$ cat src/rtl/image_serializer.sv
// Snapshots a packed binarized image on start and streams it out LSB byte first
// over a valid/ready handshake; byte k is img_in[k*BYTE_W +: BYTE_W].
module image_serializer #(
  parameter int unsigned TOTAL_BITS = 904,
  parameter int unsigned BYTE_W     = 8
) (
  input  logic                  clk,
  input  logic                  rst,
  input  logic                  start,
  input  logic                  abort,
  input  logic [TOTAL_BITS-1:0] img_in,
  output logic [BYTE_W-1:0]     data_out,
  output logic                  data_valid,
  input  logic                  data_ready,
  output logic                  last,
  output logic [9:0]            read_addr,
  output logic                  busy,
  output logic                  done
);

  localparam int unsigned NUM_BYTES = (TOTAL_BITS + BYTE_W - 1) / BYTE_W;
  localparam int unsigned PAD_W     = NUM_BYTES * BYTE_W;

  localparam logic [1:0] StIdle = 2'd0;
  localparam logic [1:0] StSend = 2'd1;
  localparam logic [1:0] StDone = 2'd2;

  logic [1:0]            state_q, state_d;
  logic [6:0]            idx_q, idx_d;
  logic [TOTAL_BITS-1:0] snap_q, snap_d;
  logic [PAD_W-1:0]      snap_pad;
  logic                  is_last_idx;

  assign is_last_idx = (idx_q == 7'(NUM_BYTES - 1));

  // Zero-extend so a partial final byte reads 0 above TOTAL_BITS-1.
  always_comb begin
    snap_pad                 = '0;
    snap_pad[TOTAL_BITS-1:0] = snap_q;
  end

  always_comb begin
    state_d = state_q;
    idx_d   = idx_q;
    snap_d  = snap_q;
    if (abort) begin
      state_d = StIdle;
      idx_d   = '0;
    end else begin
      case (state_q)
        StIdle: begin
          if (start) begin
            snap_d  = img_in;
            idx_d   = '0;
            state_d = StSend;
          end
        end
        StSend: begin
          if (data_ready) begin
            if (is_last_idx) begin
              state_d = StDone;
              idx_d   = '0;
            end else begin
              idx_d = idx_q + 7'd1;
            end
          end
        end
        StDone: begin
          state_d = StIdle;
        end
        default: begin
          state_d = StIdle;
          idx_d   = '0;
        end
      endcase
    end
  end

  always_ff @(posedge clk or posedge rst) begin
    if (rst) begin
      state_q <= StIdle;
      idx_q   <= '0;
      snap_q  <= '0;
    end else begin
      state_q <= state_d;
      idx_q   <= idx_d;
      snap_q  <= snap_d;
    end
  end

  // Outputs decode purely from registers so async reset clears them at once.
  always_comb begin
    data_valid = (state_q == StSend);
    busy       = (state_q == StSend);
    done       = (state_q == StDone);
    last       = data_valid && is_last_idx;
    read_addr  = 10'(idx_q) * 10'(BYTE_W);
    data_out   = data_valid ? snap_pad[idx_q*BYTE_W +: BYTE_W] : '0;
  end

`ifndef SYNTHESIS
  assert property (@(posedge clk) disable iff (rst)
    (state_q == StSend) |-> (idx_q < 7'(NUM_BYTES)));
  assert property (@(posedge clk) disable iff (rst)
    (state_q != StSend) |-> !data_valid);
`endif

endmodule
$ cat config.mk
export PLATFORM = sky130hd
export DESIGN_NAME = image_serializer
export DESIGN_NICKNAME = d
export VERILOG_FILES = /design/src/rtl/image_serializer.sv
export SDC_FILE = /design/constraint.sdc
export NUM_CORES = 2
export LEC_CHECK = 0
export CAP_MARGIN = 20
export CORE_UTILIZATION = 25
export DETAILED_ROUTE_END_ITERATION = 10
export HOLD_SLACK_MARGIN = 0.1
export PLACE_DENSITY = 0.41
export SLEW_MARGIN = 0
export SYNTH_ARGS = -nofsm -noshare
export SYNTH_HDL_FRONTEND = slang
export SYNTH_SLANG_ARGS = --single-unit
$ cat constraint.sdc
create_clock -name clk -period 50.4 [get_ports clk]
set_clock_uncertainty 0.15 [all_clocks]
set_input_delay 10.08 -clock clk [delete_from_list [all_inputs] [get_ports clk]]
set_output_delay 10.08 -clock clk [all_outputs]
set_load 0.005 [all_outputs]
==> metrics.txt <==
# TYPE chip_impl_metric gauge
chip_impl_metric{name="count_of_non_filler_cells_in_the_finished_layout",unit=""} 5852
chip_impl_metric{name="yosys_register_bits",unit=""} 913
chip_impl_metric{name="report.final.setup_viol",unit=""} 0
chip_impl_metric{name="timing.setup.tns",unit="ps"} 0
chip_impl_metric{name="min_period_over_period",unit="%"} 32.0
chip_impl_metric{name="detail_route.vias_per_cell",unit=""} 4.62
chip_impl_metric{name="p_clk_share",unit="%"} 34.6
chip_impl_metric{name="grt_first_pass_wirelength",unit="um"} 237000
chip_impl_metric{name="power_report.internal_total",unit="mW"} 1.78
chip_impl_metric{name="nNetsFinal",unit=""} 4467
chip_impl_metric{name="fraction_of_the_mapped_netlist_area_in_compound_gates",unit="%"} 3.71
chip_impl_info{name="min-delay-path-class",value="flip-flop to flip-flop"} 1
chip_impl_metric{name="timing.final.max_slew_violations",unit=""} 0
chip_impl_metric{name="post_cts_resized",unit=""} 0
chip_impl_metric{name="cts_inserted_buffers",unit=""} 113
chip_impl_metric{name="synth_area_in_simple_gates",unit="%"} 1.76
chip_impl_metric{name="gp_routability_congestion",unit=""} 0.775
chip_impl_metric{name="vias",unit=""} 27000
chip_impl_metric{name="clkSinkCount",unit=""} 913
chip_impl_metric{name="dpl.cell_count",unit=""} 5615
chip_impl_metric{name="track_usage",unit="%"} 20.0
chip_impl_metric{name="final-hold-violation-count",unit=""} 0
chip_impl_metric{name="final.fill_count",unit=""} 16100
chip_impl_metric{name="initial_core_util",unit="%"} 25.3
chip_impl_metric{name="pre_cts_ws",unit="ps"} 33580
chip_impl_metric{name="crit_path_max_fanout",unit=""} 183
chip_impl_info{name="crit_path_end_kind",value="flip-flop"} 1
chip_impl_metric{name="worst_ep_arrival_time",unit="ps"} 16580
chip_impl_metric{name="postCtsSetupRepairBufs",unit=""} 0
chip_impl_metric{name="grt_antenna_before_repair",unit=""} 108
chip_impl_metric{name="gr-usage-met3",unit="%"} 6.59
chip_impl_metric{name="postLayoutSetupSlackWorst",unit="ps"} 34280
chip_impl_metric{name="timing.max_slew.rel_slack",unit="%"} 25.3
chip_impl_metric{name="power.share.switching",unit="%"} 26.9
chip_impl_metric{name="core_region_area",unit="um2"} 164000
chip_impl_metric{name="share_seq_of_total_power",unit="%"} 42.9
chip_impl_metric{name="p_leak",unit="nW"} 21.9
chip_impl_metric{name="boundaryPins",unit=""} 931
chip_impl_info{name="timing.critical_path.slowest_stage_cell",value="sky130_fd_sc_hd__buf_4"} 1
chip_impl_info{name="clock_tree_root_buffer_cell",value="sky130_fd_sc_hd__clkbuf_16"} 1
chip_impl_metric{name="firstDrtPassIters",unit=""} 4
chip_impl_info{name="rsz0062_at_grt",value="false"} 1
chip_impl_info{name="ys_dominant_reg_cell",value="sky130_fd_sc_hd__dfrtp_1"} 1
chip_impl_metric{name="globalRouteMet2Util",unit="%"} 33.0
chip_impl_metric{name="vdd_ir_drop_max",unit="V"} 0.0000318
chip_impl_metric{name="post_cts_hold_buffer_count",unit=""} 0
chip_impl_metric{name="die_width",unit="um"} 409
chip_impl_metric{name="netlist-cell-type-count",unit=""} 54
chip_impl_metric{name="synth.top_cell.area_share",unit="%"} 55.2
chip_impl_metric{name="worst_path_largest_cell_delay",unit="ps"} 940
chip_impl_metric{name="groute.layer.met1.usage",unit="%"} 24.8
chip_impl_metric{name="power-per-cell-area",unit="nW/um2"} 42.9
chip_impl_info{name="cts_tree",value="built"} 1
chip_impl_metric{name="yosys.area_share.adder",unit="%"} 0.0605
chip_impl_metric{name="worst_pin_slew",unit="ps"} 1120
chip_impl_metric{name="skew_pair_late_insertion_delay",unit="ps"} 720
chip_impl_info{name="synth_top_family_by_area",value="multiplexers"} 1
chip_impl_metric{name="clk_pin_slew_worst_paths",unit="ps"} 60
chip_impl_info{name="status",value="complete, no violations"} 1
chip_impl_metric{name="total_switching_power",unit="mW"} 0.654
chip_impl_metric{name="drv_cap",unit=""} 0
chip_impl_metric{name="fmax",unit="MHz"} 62.0
chip_impl_metric{name="die_h",unit="um"} 409
chip_impl_metric{name="port-buffer-count",unit=""} 927
chip_impl_metric{name="grt_max_degree",unit=""} 184
chip_impl_metric{name="combPwrFrac",unit="%"} 22.5
chip_impl_metric{name="die_area",unit="um2"} 167000
chip_impl_metric{name="detailedRoute.firstIterationViolations",unit=""} 1162
chip_impl_metric{name="rows",unit=""} 148
chip_impl_metric{name="syn_area",unit="um2"} 41400
chip_impl_info{name="critical_path.startpoint_type",value="input pin"} 1
chip_impl_metric{name="via_count_of_the_first_global_routing_pass",unit=""} 29600
chip_impl_metric{name="async_reset_ff_share",unit="%"} 100
chip_impl_metric{name="grt-ovfl-total",unit=""} 0
chip_impl_info{name="crit_type",value="input pin to flip-flop"} 1
chip_impl_info{name="critical_path.cell_chain",value="clkdlybuf4s50_1, nor3_2, buf_4, buf_12, buf_4, buf_4, buf_4, buf_4, mux2_2"} 1
chip_impl_metric{name="synth_area_per_cell",unit="um2"} 15.6
chip_impl_metric{name="synth.area.mux_share",unit="%"} 36.3
chip_impl_metric{name="syn-instance-count",unit=""} 2658
chip_impl_metric{name="cp_required",unit="ps"} 50860
chip_impl_metric{name="period_needed",unit="ps"} 16120
chip_impl_metric{name="hpwl_after_detailed_placement",unit="um"} 126000
chip_impl_metric{name="layout-area-overhead-vs-synth",unit="%"} 37.1
chip_impl_metric{name="ys_seq_area_share",unit="%"} 55.2
chip_impl_info{name="synth_top_area_cell",value="sky130_fd_sc_hd__dfrtp_1"} 1
chip_impl_metric{name="yosys.area_share.xor_xnor",unit="%"} 0.106
chip_impl_info{name="gr-max-usage-layer",value="met2"} 1
chip_impl_info{name="critical-path-top-cell-by-count",value="sky130_fd_sc_hd__buf_4"} 1
chip_impl_metric{name="h_tree_levels",unit=""} 3
chip_impl_metric{name="synth.yosys.warnings",unit=""} 0
chip_impl_metric{name="detail-route-antenna-nets",unit=""} 0
chip_impl_metric{name="post_route_cells_drive_above_1_share",unit="%"} 37.3
chip_impl_metric{name="avgRoutedWirePerCell",unit="um"} 28.9
chip_impl_info{name="post_synth_main_area_contributors",value="sky130_fd_sc_hd__dfrtp_1 (55%), sky130_fd_sc_hd__mux2_2 (26%), sky130_fd_sc_hd__mux4_2 (8.4%)"} 1
chip_impl_metric{name="synth-edff-count",unit=""} 0
chip_impl_metric{name="final_core_util",unit="%"} 34.7
chip_impl_metric{name="number_of_buffers_between_clock_root_and_the_deepest_sink",unit=""} 3
chip_impl_metric{name="drt_wl_total",unit="um"} 169000
chip_impl_metric{name="drcViolationCount",unit=""} 0
## cell usage in the layout (no fill, tap or decap), types with 18 or more instances in the layout
cell                              Yosys  layout
sky130_fd_sc_hd__clkbuf_16            0     114
sky130_fd_sc_hd__mux2_2             944     944
sky130_fd_sc_hd__clkdlybuf4s50_1      0     927
sky130_fd_sc_hd__clkbuf_8             0      33
sky130_fd_sc_hd__a211o_1             18      18
sky130_fd_sc_hd__clkbuf_1            33      18
sky130_fd_sc_hd__nor2_1              19      19
sky130_fd_sc_hd__o22ai_1             28      28
sky130_fd_sc_hd__mux2i_1             64      64
sky130_fd_sc_hd__a22oi_1             44      44
sky130_fd_sc_hd__dfrtp_1            913     908
sky130_fd_sc_hd__nor2b_1             20      18
sky130_fd_sc_hd__diode_2              0      29
sky130_fd_sc_hd__nand2_1             31      31
sky130_fd_sc_hd__clkinv_2             0      28
sky130_fd_sc_hd__buf_4               21      46
sky130_fd_sc_hd__o21ai_0             28      28
sky130_fd_sc_hd__mux4_2             154     154
sky130_fd_sc_hd__nand3_1             23      23
## power groups by stage
stage	Sequential, mW	Clock (mW)	Combinational, mW
finish	1.04	0.842	0.547
global route	1.07	0.904	0.592
floorplan	1.02	0	0.377
global placement	1.06	0	0.552
detailed placement	1.06	0	0.559
CTS	1.05	0.873	0.561
## worst max-delay path, delay by kind of cell
family	cells	cell delay [ps]
multiplexers	1	410
AND/OR/NAND/NOR	1	260
buffers and inverters	7	5340
## per-stage QoR
step	hold slack, ps	power [mW]	area (um2)
6_report	346	2.43	56700
4_1_cts	352	2.48	56600
3_3_place_gp	333	1.61	52800
5_1_grt	361	2.57	56700
3_5_place_dp	338	1.62	52800
2_1_floorplan	322	1.40	41400
## cell usage after synthesis (all sizes together), types with 2 or more instances
cell       n
inv       15
mux2i     64
nand3b     2
o221ai    13
xor2       4
a22oi     44
a211o     18
a22o      16
nor3b      3
nand3     23
a211oi    16
o2111ai    9
nor3      12
ha         2
buf      165
o21ai     28
nand2b     7
or4        3
or3b       2
dfrtp    913
nor2      20
and2       3
mux2     944
nor2b     20
o41ai      2
nand2     31
o22ai     28
a221oi     9
or2        4
or3        2
mux4     165
o211ai     6
clkbuf    33
nand4      4
a21oi     17
## registers in the layout, summed over array words and instances, names as in the netlist
signal,flops
snap_pad,904
state_q,2
idx_q,7
## cells by family after synthesis
logic type | Yosys count
AND/OR/NAND/NOR | 139
adder cells (fa/ha/maj) | 2
flip-flops | 913
other | 1
buffers and inverters | 213
AO/OA/AOI/OAI | 212
XOR/XNOR | 5
multiplexers | 1173
## final timing paths
kind                                from  slack, ps  depth (start not counted)            end
min                        snap_pad[200]        350                          1  snap_pad[200]
max                                abort      34280                          9   snap_pad[64]
max in group asynchronous            rst      36610                          6  snap_pad[793]
min in group asynchronous            rst       9710                          2  snap_pad[263]
max reg2reg                   state_q[1]      43770                          9   snap_pad[64]
min reg2reg                snap_pad[200]        350                          1  snap_pad[200]
## routing by layer
metal  vias up  share of wire [%]
met2       789                 48
met3       336                6.8
met5         -               0.45
met4       118                2.9
met1     13900                 42
li1      11900                  -
## cell type report
class / instances / area [um2] / share of cell area [%]
clock buffers: 165 / 3370 / 5.95
repair buffers: 979 / 9750 / 17.2
diodes: 29 / 72.6 / 0.128
well taps: 2175 / 2720 / 4.80
inverters: 15 / 63.8 / 0.112
clock inverters: 42 / 472 / 0.832
multi-input cells: 1534 / 17400 / 30.7
flip-flops and latches: 913 / 22900 / 40.3
Power figures use the tool's default switching activity.
